<file path="config.mk">
export PLATFORM = sky130hd
export DESIGN_NAME = fifo_uart_tx
export DESIGN_NICKNAME = d
export VERILOG_FILES = /design/src/rtl/uart_pkg.sv /design/src/rtl/baud_tick_gen.sv /design/src/rtl/fifo_uart_tx.sv
export SDC_FILE = /design/constraint.sdc
export NUM_CORES = 1
export LEC_CHECK = 0
export ABC_AREA = 1
export CAP_MARGIN = 20
export CORE_MARGIN = 2
export CORE_UTILIZATION = 54
export CTS_BUF_LIST = sky130_fd_sc_hd__clkbuf_16
export DETAILED_ROUTE_END_ITERATION = 8
export GPL_TIMING_DRIVEN = 1
export MAX_ROUTING_LAYER = met4
export PLACE_DENSITY = 0.88
export REMOVE_ABC_BUFFERS = 1
export SLEW_MARGIN = 10
export SYNTH_ARGS = -nofsm -noshare
export SYNTH_HDL_FRONTEND = slang
export SYNTH_SLANG_ARGS = --single-unit
</file>
<file path="constraint.sdc">
create_clock -name clk -period 2.5 [get_ports clk]
set_input_delay 0.625 -clock clk [delete_from_list [all_inputs] [get_ports clk]]
set_output_delay 0.625 -clock clk [all_outputs]
set_load 0.02 [all_outputs]
</file>
<file path="src/rtl/uart_pkg.sv">
// Shared UART definitions: frame-level FSM encoding and default baud settings.
// Both the transmitter and the future receiver import this package.
package uart_pkg;

  typedef enum logic [2:0] {
    ST_IDLE  = 3'd0,
    ST_POP   = 3'd1,
    ST_LOAD  = 3'd2,
    ST_START = 3'd3,
    ST_DATA  = 3'd4,
    ST_STOP  = 3'd5
  } uart_state_t;

  localparam int DEFAULT_CLK_HZ       = 100_000_000;
  localparam int DEFAULT_BAUD         = 115_200;
  localparam int DEFAULT_CLKS_PER_BIT = DEFAULT_CLK_HZ / DEFAULT_BAUD;
  localparam int DEFAULT_WIDTH        = 8;
  localparam int DEFAULT_STOP_BITS    = 1;

  // Integer division truncates, matching how the board's 868 was derived.
  function automatic int calc_clks_per_bit(input int clk_hz, input int baud);
    return clk_hz / baud;
  endfunction

endpackage

</file>
<file path="src/rtl/baud_tick_gen.sv">
// Bit-period timer: emits a one-cycle tick every CLKS_PER_BIT clocks.
// Holding clear keeps the count at zero so the next period starts aligned.
module baud_tick_gen #(
  parameter int CLKS_PER_BIT = 868
) (
  input  logic clk,
  input  logic rst,
  input  logic clear,
  output logic tick
);

  localparam int CW = (CLKS_PER_BIT > 1) ? $clog2(CLKS_PER_BIT) : 1;
  localparam logic [CW-1:0] TERM = CW'(CLKS_PER_BIT - 1);

  logic [CW-1:0] count;

  always_ff @(posedge clk) begin
    if (rst || clear) begin
      count <= '0;
    end else if (count == TERM) begin
      count <= '0;
    end else begin
      count <= count + 1'b1;
    end
  end

  assign tick = (count == TERM);

endmodule

</file>
<file path="src/rtl/fifo_uart_tx.sv">
// FIFO-fed UART transmitter: pops one word, then shifts it out as
// start bit, WIDTH data bits LSB first, and STOP_BITS stop bits.
module fifo_uart_tx
  import uart_pkg::*;
#(
  parameter int WIDTH        = 8,
  parameter int CLKS_PER_BIT = 868,
  parameter int STOP_BITS    = 1,
  parameter int COUNT_WIDTH  = 16
) (
  input  logic                   clk,
  input  logic                   rst,
  input  logic                   enable,
  input  logic                   fifo_empty,
  input  logic [WIDTH-1:0]       fifo_data,
  output logic                   fifo_rd_cs,
  output logic                   fifo_rd_en,
  output logic                   tx,
  output logic                   busy,
  output logic [COUNT_WIDTH-1:0] frames_sent
);

  localparam int IDX_W = $clog2(WIDTH + 1);
  localparam logic [IDX_W-1:0] LAST_BIT = IDX_W'(WIDTH - 1);
  localparam logic STOP_LAST = (STOP_BITS > 1) ? 1'b1 : 1'b0;

  uart_state_t state, state_next;

  logic [WIDTH-1:0] shift_reg;
  logic [IDX_W-1:0] bit_idx;
  logic             stop_idx;
  logic             baud_clear;
  logic             baud_tick;
  logic             last_stop;

  // The bit timer only runs inside a frame so START always gets a full period.
  assign baud_clear = (state == ST_IDLE) || (state == ST_POP) || (state == ST_LOAD);
  assign last_stop  = (state == ST_STOP) && baud_tick && (stop_idx == STOP_LAST);

  baud_tick_gen #(
    .CLKS_PER_BIT(CLKS_PER_BIT)
  ) u_baud (
    .clk  (clk),
    .rst  (rst),
    .clear(baud_clear),
    .tick (baud_tick)
  );

  always_ff @(posedge clk) begin
    if (rst) begin
      state <= ST_IDLE;
    end else begin
      state <= state_next;
    end
  end

  // fifo_empty lags the FIFO by a cycle, so it is only trusted in IDLE.
  always_comb begin
    state_next = state;
    case (state)
      ST_IDLE:  if (enable && !fifo_empty) state_next = ST_POP;
      ST_POP:   state_next = ST_LOAD;
      ST_LOAD:  state_next = ST_START;
      ST_START: if (baud_tick) state_next = ST_DATA;
      ST_DATA:  if (baud_tick && (bit_idx == LAST_BIT)) state_next = ST_STOP;
      ST_STOP:  if (last_stop) state_next = ST_IDLE;
      default:  state_next = ST_IDLE;
    endcase
  end

  always_ff @(posedge clk) begin
    if (rst) begin
      shift_reg   <= '0;
      bit_idx     <= '0;
      stop_idx    <= 1'b0;
      frames_sent <= '0;
    end else begin
      case (state)
        ST_LOAD: begin
          shift_reg <= fifo_data;
          bit_idx   <= '0;
          stop_idx  <= 1'b0;
        end
        ST_DATA: begin
          if (baud_tick) begin
            shift_reg <= shift_reg >> 1;
            bit_idx   <= bit_idx + 1'b1;
          end
        end
        ST_STOP: begin
          if (baud_tick) begin
            stop_idx <= ~stop_idx;
          end
          if (last_stop) begin
            frames_sent <= frames_sent + 1'b1;
          end
        end
        default: begin
        end
      endcase
    end
  end

  // Line level is a pure decode of state and the shift register LSB.
  always_comb begin
    tx = 1'b1;
    case (state)
      ST_START: tx = 1'b0;
      ST_DATA:  tx = shift_reg[0];
      default:  tx = 1'b1;
    endcase
  end

  assign fifo_rd_en = (state == ST_POP);
  assign fifo_rd_cs = fifo_rd_en;
  assign busy       = (state != ST_IDLE);

endmodule

</file>
### Word-level counts from Yosys, hierarchy flattened

Index checks and enable logic that the tools add are counted.

| word-level totals | value |
|---|---|
| input bits | 12 |
| output and inout port bits | 20 |
| register bits after elaboration | 42 |
| logic and storage cells | 52 |

| operators by class | value |
|---|---|
| multiplexer cells | 12 |
| $add $sub $neg | 3 |
| eq/ne operators | 13 |
| bitwise logic cells | 1 |
| reduce and logical (&&, ||, !) cells | 17 |

Operators with widths:

| cell | number |
|---|---|
| 3-bit one-hot mux with 6 select lines | 1 |
| 16-bit by 1-bit adder with 16-bit output, second input constant | 1 |
| 8-bit one-hot mux with 2 select lines | 1 |
| 3-bit two-way mux | 4 |
| 10-bit by 1-bit adder with 10-bit output, second input constant | 1 |
| 10-bit == test, second input constant | 1 |
| 2-bit inequality test, second input constant | 5 |
| 8-bit two-way mux | 1 |
| 4-bit one-hot mux with 2 select lines | 1 |
| 3-bit by 2-bit == test with 1-bit output, second input constant | 2 |
| 3-bit == test, second input constant | 2 |
| 2-bit AND reduction | 3 |
| 4-bit by 1-bit adder with 4-bit output, second input constant | 1 |
| 4-bit by 3-bit == test with 1-bit output, second input constant | 1 |
| 1-bit logical AND | 4 |
| 4-bit two-way mux | 1 |
| 1-bit one-hot mux with 2 select lines | 2 |
| 4-bit AND reduction | 1 |
| 2-bit nonzero test | 2 |
| 3-bit by 1-bit == test with 1-bit output, second input constant | 1 |
| 3-bit logical NOT | 1 |
| 1-bit logical OR | 3 |
| 3-bit nonzero test | 1 |
| 2-bit by 1-bit inequality test with 1-bit output, second input constant | 1 |
| other kinds (4) | 4 |

### Longest topological paths before layout

Gate-level depths: netlist of run 1.

| depth | value |
|---|---|
| word-level depth | 5 |
| mapped depth | 9 |

### Cells and area by module

Synthesis of run 1 repeated with hierarchy kept, for this count alone.

| unflattened totals | value |
|---|---|
| cell total of the unflattened synthesis | 314 |
| area, all modules | 2,169.6 µm² |

By module, submodules not included:

| module | cells each | times used | seq. area each (µm²) | area an instance (µm²) |
|---|---|---|---|---|
| fifo_uart_tx | 251 | 1 | 640.6 | 1,681.6 |
| baud_tick_gen | 63 | 1 | 200.2 | 488.0 |

### Worst setup path after synthesis of run 1

OpenSTA, ideal clock, no wires.

| timing | value |
|---|---|
| path kind | flip-flop to output port |
| from | register state[0] |
| to | output port fifo_rd_en |
| data required time | 1,875 ps |
| buffers on the path | 1 |
| arrival | 1,201 ps |
| stages on the path, launching flop included | 4 |
| path slack | 674 ps |
| cells stage by stage | dfxtp_1 > inv_1 > nor3_1 > buf_4 |

| between the ends | value |
|---|---|
| longest elaborated chain between the ends | 1 |

RTL lines:

| item | line | source |
|---|---|---|
| start, declared | fifo_uart_tx.sv:27 | `uart_state_t state, state_next;` |
| start signal, assigned | fifo_uart_tx.sv:53 | `state <= state_next;` |
| 3-bit by 1-bit == test with 1-bit output | fifo_uart_tx.sv:114 | `assign fifo_rd_en = (state == ST_POP);` |
| end, declared | fifo_uart_tx.sv:17 | `output logic fifo_rd_en,` |

Every way passes these cells.

### Worst setup path after layout of run 1

| timing | value |
|---|---|
| from | register state[1] |
| to | output port tx |

| between the ends | value |
|---|---|
| longest elaborated chain between the ends | 2 |

RTL lines:

| item | line | source |
|---|---|---|
| 3-bit == test or 3-bit by 2-bit == test with 1-bit output (tied branches) | fifo_uart_tx.sv:107 | `case (state)` |
| 1-bit one-hot mux with 2 select lines (*) | fifo_uart_tx.sv:107 |  |
| end, declared | fifo_uart_tx.sv:18 | `output logic tx,` |

Every way passes the cells marked *; elsewhere a longest branch is shown, timed or not.

==> results of run 1 <==
[metal layers]
| metal | global-route usage [%] | up-vias | wire length (um) |
|---|---|---|---|
| met5 | - | - | 0 |
| li1 | - | 1132 | - |
| met2 | 40.2 | 61 | 2400 |
| met1 | 28.0 | 998 | 2280 |
| met3 | 4.77 | 10 | 229 |
| met4 | 11.0 | 0 | 88 |
[Yosys cell counts (3+ instances only)]
cell type  count
nor2_1        63
clkbuf_1       3
nor3_1         6
ha_1           3
nand3_1       17
nor2_2         3
xnor2_1        4
a21oi_1       25
xor2_1         5
inv_1         34
nand2_1       88
o21ai_0       17
nand4_1        7
dfxtp_1       42
[stage by stage]
step	hold slack (ns)	util, %	instance area (um^2)
after floorplan	0.417	-	2160
after global placement	0.425	64.5	2560
after detailed placement	0.436	64.5	2560
after CTS	0.449	68.1	2700
after global routing	0.474	68.1	2700
final	0.446	68.1	2700
[power groups by stage]
stage / Combinational [W] / Sequential (W) / Clock [W]
floorplan: 0.000378 / 0.000816 / 0
global placement: 0.000552 / 0.000824 / 0
detailed placement: 0.000568 / 0.000829 / 0
CTS: 0.000579 / 0.000816 / 0.000637
global route: 0.000657 / 0.000828 / 0.000660
finish: 0.000576 / 0.000818 / 0.000634
[cells in the final DEF, fill, tap and decap left out, drive strengths merged, types with 5 or more instances in the layout]
cell type / instances
nand2: 89
nor2: 66
dfxtp: 42
inv: 37
clkdlybuf4s50: 31
a21oi: 26
nand3: 19
o21ai: 17
nand4: 8
nor3: 7
xor2: 5
clkbuf: 5
[path summary, 6_finish.rpt]
path,end,slack [ns]
setup reg to reg,bit_idx[1],0.66
setup / recovery,tx,0.23
hold reg to reg,u_baud.count[0],0.45
hold / removal,u_baud.count[0],0.45
[layout make-up]
type	instances	area (um^2)
clock inverter	3	17.5
tap	50	62.6
timing repair buffer	35	340
sequential	42	841
fill	356	1270
clock buffer	5	125
inverter	36	135
multi-input combinational	250	1180
[kinds of logic (layout without fill, tap and decap cells)]
kind of cell | after synthesis | after routing | share of synthesized area [%]
XOR/XNOR | 9 | 9 | 3.58
AND/OR/NAND/NOR | 192 | 192 | 37.4
flip-flops | 42 | 42 | 38.2
adder cells (fa/ha/maj) | 3 | 3 | 1.70
AO/OA/AOI/OAI | 46 | 46 | 11.0
buffers and inverters | 43 | 79 | 8.23
[worst max-delay path, delay by kind of cell (launching register included)]
kind | cells | cell delay [ns]
simple gates | 2 | 0.32
flops | 1 | 0.41
buf+inv | 2 | 0.63
==> flow_summary.ini, run 1 <==
[power]
switchingPower_w = 0.000691
internal_power_w = 0.00134
peakVddDrop_mv = 0.687
p_sw_share_pct = 34.1
total_power_w = 0.00203
power_density_nw_per_um2 = 750
seqPwrFrac_pct = 40.3
power_frac_comb_pct = 28.4
leakagePower_nw = 1.07
clkPwrFrac_pct = 31.3

[timing]
clock.fmax_ghz = 0.440
fin_worst_skew_ns = 0.00490
setup_tns_ns = 0
max_slew_margin_pct = 73.5
fin_crit_ns = 2.27
rsz0062_at_grt = no
slew_violations = 0
setup_viol = 0
max_slew.worst_pin.slew_ns = 0.394
setup_ws_ns = 0.228
post-route-period-util_pct = 90.9
finalHoldViolations = 0

[final_layout]
finalNonFillerCells = 421
largest_reg_flops = 16
insertedDiodeCount = 0
drive_above_1_share_pct = 6.20
finish.net_count = 385
area_growth_pct = 22.7

[detailed_routing]
drt-total-wl_um = 5000
wire_per_inst_um = 11.9
firstDrtPassIters = 4
drc = 0
ant_nets = 0
vias_per_cell = 5.23
vias = 2201
drt_iter0_drc = 117

[clock_tree]
cts_setup_buffers = 0
cts_htree_levels = 2
clock-root-buffer = clkbuf_16
cts_buffers = 5
clk_pin_slew_ns = 0.06
clkLatencyLatePin_ns = 0.29
clock-sinks = 42
clockBufferDepth = 2
cts_resized = 0
cts_tree = yes
ctsHoldBuffers = 0

[worst_hold_path]
min_path_cells = 1
min_from = u_baud.count[0]
min_path_type = register to register

[critical_path]
cp_slowest_cell = clkdlybuf4s50_1
crit_type = register to primary output
required_ns = 1.88
critPathLaunchType = register
cp_max_fo = 6
critPathLaunch = state[1]
cp_cell_sequence = inv_1, nor3_1, nor2_1, clkdlybuf4s50_1
r2r_start = u_baud.count[0]
cp.arrival_ns = 1.65
ff2ff_path_depth = 8
cpPeakStageDelay_ns = 0.54
end_kind = primary output

[grt]
grt_pass1_vias = 2031
track_usage_pct = 24.1
grt.overflow.total = 0
grt_pass1_wl_um = 8220
antenna_found_initial = 0
grt_max_degree = 17

[floorplan]
die_area_um2 = 4610
die_w_um = 67.9
core_area_um2 = 3970
die_h_um = 67.9
top_level_ports = 32
rows = 23
initial_core_util_pct = 55.5

[placed_design]
gp_congestion = 0.860
dp_slack_ns = 0.563
dp_cells = 413
io_buffers = 31
post-dp-hpwl_um = 3500

[synth]
synth_cells = 335
yosys-top-cells-area = dfxtp_1 (38%), nand2_1 (15%), nor2_1 (11%)
synth_edf_count = 0
synth-main-ff-cell = dfxtp_1
yosysSeqAreaShare_pct = 38.2
netlist.area_leader.share_pct = 38.2
syn_area_per_cell_um2 = 6.58
netlist-cell-type-count = 27
synth_area_um2 = 2200
ys.warnings.count = 0
yosys.area.top_type = dfxtp_1
async_flop_share_pct = 0
ys_ff_latch = 42

[flow_run]
maxCapViolCount = 0

[run_status]
outcome = finished clean
No activity file was read; power rests on OpenSTA's default activity.
==> inputs of run 2 (changes only) <==
--- a/config.mk
+++ b/config.mk
@@ -7,6 +7,7 @@
 export LEC_CHECK = 0
 export ABC_AREA = 1
 export CAP_MARGIN = 20
+export CORE_ASPECT_RATIO = 2
 export CORE_MARGIN = 2
 export CORE_UTILIZATION = 54
 export CTS_BUF_LIST = sky130_fd_sc_hd__clkbuf_16
==> run 2 against run 1 <==
Hold slack about the same; combinational power up 1%; cell area up 1.2%; critical path type unchanged; largest power group unchanged.
==> flow_summary.ini, run 2 (synthesis results as in run 1) <==
[run_status]
outcome = finished clean

[critical_path]
cp_slowest_cell = clkdlybuf4s50_1
cp_top_family = buffers and inverters
critPathLaunchType = register
crit_type = register to primary output
path_buf_inv = 2
cp_cell_sequence = inv_1, nor3_1, nor2_1, clkdlybuf4s50_1
cp_max_fo = 6
cpPeakStageDelay_ns = 0.55
cp.arrival_ns = 1.72
end_kind = primary output
required_ns = 1.88

[timing]
post-route-period-util_pct = 93.6
slew_violations = 0
clock.fmax_ghz = 0.427
whs_ns = 0.445
max_slew.worst_pin.slew_ns = 0.393
rsz0062_at_grt = no
fin_worst_skew_ns = 0.00723
max_slew_margin_pct = 73.6
setup_tns_ns = 0
fin_crit_ns = 2.34
finalHoldViolations = 0
setup_viol = 0

[grt]
track_usage_pct = 24.4
grt_pass1_wl_um = 8660
grt_max_degree = 17
grt.overflow.total = 0
antenna_found_initial = 0
grt_pass1_vias = 2147

[final_layout]
finish.net_count = 386
area_growth_pct = 24.1
largest_reg_flops = 16
final_common_cell = nand2_1
fin_area_um2 = 2740
insertedDiodeCount = 0
multi_input_area_um2 = 1180
register_area_um2 = 841
layout_common_cells = nand2_1 (88), nor2_1 (63), dfxtp_1 (42)
drive_above_1_share_pct = 6.45
nFillCells = 348
utilization_pct = 70.4

[clock_tree]
cts_buffers = 5
clockBufferDepth = 2
clkLatencyLatePin_ns = 0.28
cts_resized = 0
clock-root-buffer = clkbuf_16
cts_setup_buffers = 0
ctsHoldBuffers = 0
cts_htree_levels = 2
clk_pin_slew_ns = 0.06
cts_tree = yes
clock-sinks = 42

[detailed_routing]
wire_per_inst_um = 12.0
vias = 2259
ant_nets = 0
drc = 0
drt_iter0_drc = 93
firstDrtPassIters = 5
drt-total-wl_um = 5070
vias_per_cell = 5.34

[floorplan]
die_area_um2 = 4640
die_h_um = 94.3
die_w_um = 49.2
initial_core_util_pct = 56.7
core_area_um2 = 3880
rows = 32
top_level_ports = 32

[placed_design]
gp_congestion = 0.870
placed_cell_area_um2 = 2570
post-dp-hpwl_um = 3840
io_buffers = 31

[worst_hold_path]
min_path_type = register to register

[power]
peakVddDrop_mv = 0.917
power_density_nw_per_um2 = 774
total_power_w = 0.00212
leakagePower_nw = 1.08

[flow_run]
maxCapViolCount = 0
==> run 2: final timing paths <==
path                                 startpoint               to  slack (ns)  cells after the start
worst min-delay path            u_baud.count[0]  u_baud.count[0]        0.45                      1
worst max-delay path                   state[1]               tx        0.16                      4
worst max register to register         state[1]       bit_idx[1]        0.79                      9
worst min register to register  u_baud.count[0]  u_baud.count[0]        0.45                      1
==> run 2: power breakdown <==
part	total [W]	internal, W	switching (W)
logic	0.000584	0.000217	0.000366
clock network	0.000717	0.000467	0.000250
registers	0.000817	0.000754	0.0000631
total	0.00212	0.00144	0.000679
==> run 2: cell type report <==
| cell class | instances | share of cell area [%] |
|---|---|---|
| Clock buffer | 5 | 4.57 |
| Clock inverter | 3 | 1.51 |
| Inverter | 36 | 4.94 |
| Multi-Input combinational cell | 250 | 43.2 |
| Sequential cell | 42 | 30.7 |
| Tap cell | 51 | 2.33 |
| Timing Repair Buffer | 36 | 12.7 |
==> run 2: per-stage QoR <==
stage | setup WS (ns) | std cells
floorplan | 0.589 | 328
global placement | 0.542 | 415
detailed placement | 0.491 | 415
CTS | 0.167 | 423
global route | 0.0806 | 423
finish | 0.160 | 423
==> run 2: metal layers <==
| layer | vias up | share of wire (%) | global-route usage, % |
|---|---|---|---|
| met5 | - | 0 | - |
| met3 | 19 | 3.4 | 4.27 |
| met2 | 55 | 56 | 47.1 |
| li1 | 1140 | - | - |
| met4 | 0 | 3.9 | 13.8 |
| met1 | 1045 | 37 | 21.3 |
==> inputs of run 3 (changes only) <==
--- a/config.mk
+++ b/config.mk
@@ -14,7 +14,7 @@
 export DETAILED_ROUTE_END_ITERATION = 8
 export GPL_TIMING_DRIVEN = 1
 export MAX_ROUTING_LAYER = met4
-export PLACE_DENSITY = 0.88
+export PLACE_DENSITY = 0.83
 export REMOVE_ABC_BUFFERS = 1
 export SLEW_MARGIN = 10
 export SYNTH_ARGS = -nofsm -noshare
==> run 3 against run 2 <==
Die area is the same; hold slack improved by 0.0046 ns; routed wire length grew 4.5%; first-iteration DRC count fell by 35%; register-to-register slack lost 0.03 ns; global-route usage rose by 1.5 points; clock power increased by 15%; sequential power rose by 0.5%; sequential share of layout area shrank 0.25 points.
==> flow_summary.ini, run 3 (synthesis results as in run 1) <==
[clock_tree]
cts_resized = 0
cts_tree = yes
clk_pin_slew_ns = 0.06
cts_htree_levels = 2
clock-root-buffer = clkbuf_16
cts_setup_buffers = 0
cts_buffers = 5
clkLatencyLatePin_ns = 0.29
ctsHoldBuffers = 0
clockBufferDepth = 2
clock-sinks = 42

[critical_path]
cp_slowest_cell = clkdlybuf4s50_1
crit_type = register to primary output
cp_top_family = buffers and inverters
critPathLaunchType = register
cp_max_fo = 5
cp_cell_sequence = inv_1, nor3_1, clkdlybuf4s50_1
required_ns = 1.88
path_buf_inv = 2
cp.arrival_ns = 1.74
end_kind = primary output
cpPeakStageDelay_ns = 0.67

[power]
power_frac_comb_pct = 26.3
p_sw_share_pct = 31.0
internal_power_w = 0.00154
seqPwrFrac_pct = 36.8
power_density_nw_per_um2 = 809
clkPwrFrac_pct = 36.9
leakagePower_nw = 1.09
peakVddDrop_mv = 0.741
switchingPower_w = 0.000692
total_power_w = 0.00223

[final_layout]
largest_reg_flops = 16
insertedDiodeCount = 0
final_common_cell = nand2_1
finalNonFillerCells = 423
finish.net_count = 386
drive_above_1_share_pct = 6.45
layout_common_cells = nand2_1 (88), nor2_1 (63), dfxtp_1 (42)
utilization_pct = 71.0
area_growth_pct = 25.2

[grt]
track_usage_pct = 25.9
grtUsageMet1_pct = 20.5
grt_pass1_vias = 2217
grt.overflow.total = 0
grt_max_degree = 17
met2_usage_pct = 51.2
antenna_found_initial = 0
grt_busiest_layer = met2
grt_pass1_wl_um = 9050
grt_use_met3_pct = 4.59

[detailed_routing]
firstDrtPassIters = 4
drt_iter0_drc = 60
vias = 2259
ant_nets = 0
drt-total-wl_um = 5300
drc = 0
wire_per_inst_um = 12.5
vias_per_cell = 5.34

[timing]
post-route-period-util_pct = 94.5
fin_crit_ns = 2.36
fin_worst_skew_ns = 0.00736
slew_violations = 0
clock.fmax_ghz = 0.423
finalHoldViolations = 0
setup_tns_ns = 0
max_slew_margin_pct = 72.5
rsz0062_at_grt = no
max_slew.worst_pin.slew_ns = 0.409
setup_viol = 0

[floorplan]
rows = 32
core_area_um2 = 3880
die_h_um = 94.3
top_level_ports = 32
die_area_um2 = 4640
die_w_um = 49.2
initial_core_util_pct = 56.7

[placed_design]
gp_congestion = 0.865
dp_cells = 415
post-dp-hpwl_um = 3900
io_buffers = 31

[run_status]
outcome = finished clean

[flow_run]
maxCapViolCount = 0

[worst_hold_path]
min_path_type = register to register
[run 3: cell type report]
type                       count  area (um^2)
tap                           51         63.8
multi-input combinational    250         1180
fill                         341         1130
clock buffer                   5          125
sequential                    42          841
clock inverter                 3         63.8
inverter                      36          135
timing repair buffer          36          348
[run 3: final timing paths]
path                         from         endpoint  slack (ns)  depth (start not counted)
hold / removal    u_baud.count[0]  u_baud.count[0]        0.45                          1
setup reg to reg         state[1]       bit_idx[1]        0.76                          9
hold reg to reg   u_baud.count[0]  u_baud.count[0]        0.45                          1
setup / recovery         state[0]       fifo_rd_en        0.14                          3
[run 3: worst reg2reg max path: stages, from the launching register on]
cell and delay, ns:
dfxtp_1 0.36, nor2_1 0.16, nand2_1 0.09, buf_4 0.19, inv_2 0.17, nand3_2 0.11, nand2_2 0.21, inv_2 0.15
a21oi_1 0.14, nor2_1 0.05
[run 3: routing by layer]
| layer | vias to the layer above | wire length (um) |
|---|---|---|
| met5 | - | 0 |
| met4 | 0 | 241 |
| met3 | 21 | 169 |
| met2 | 62 | 3010 |
| met1 | 1036 | 1880 |
| li1 | 1140 | - |
[run 3: metrics by stage]
step	hold slack (ns)	setup slack, ns	instance area, um^2
2_1_floorplan	0.417	0.589	2160
3_3_place_gp	0.434	0.530	2570
3_5_place_dp	0.443	0.486	2570
4_1_cts	0.455	0.168	2760
5_1_grt	0.494	0.102	2760
6_report	0.450	0.137	2760
[run 3: power groups by stage]
stage / logic (W) / registers, W / clock network, W
CTS: 0.000587 / 0.000817 / 0.000835
floorplan: 0.000378 / 0.000816 / 0
global route: 0.000651 / 0.000831 / 0.000859
finish: 0.000586 / 0.000821 / 0.000824
detailed placement: 0.000578 / 0.000830 / 0
global placement: 0.000568 / 0.000824 / 0
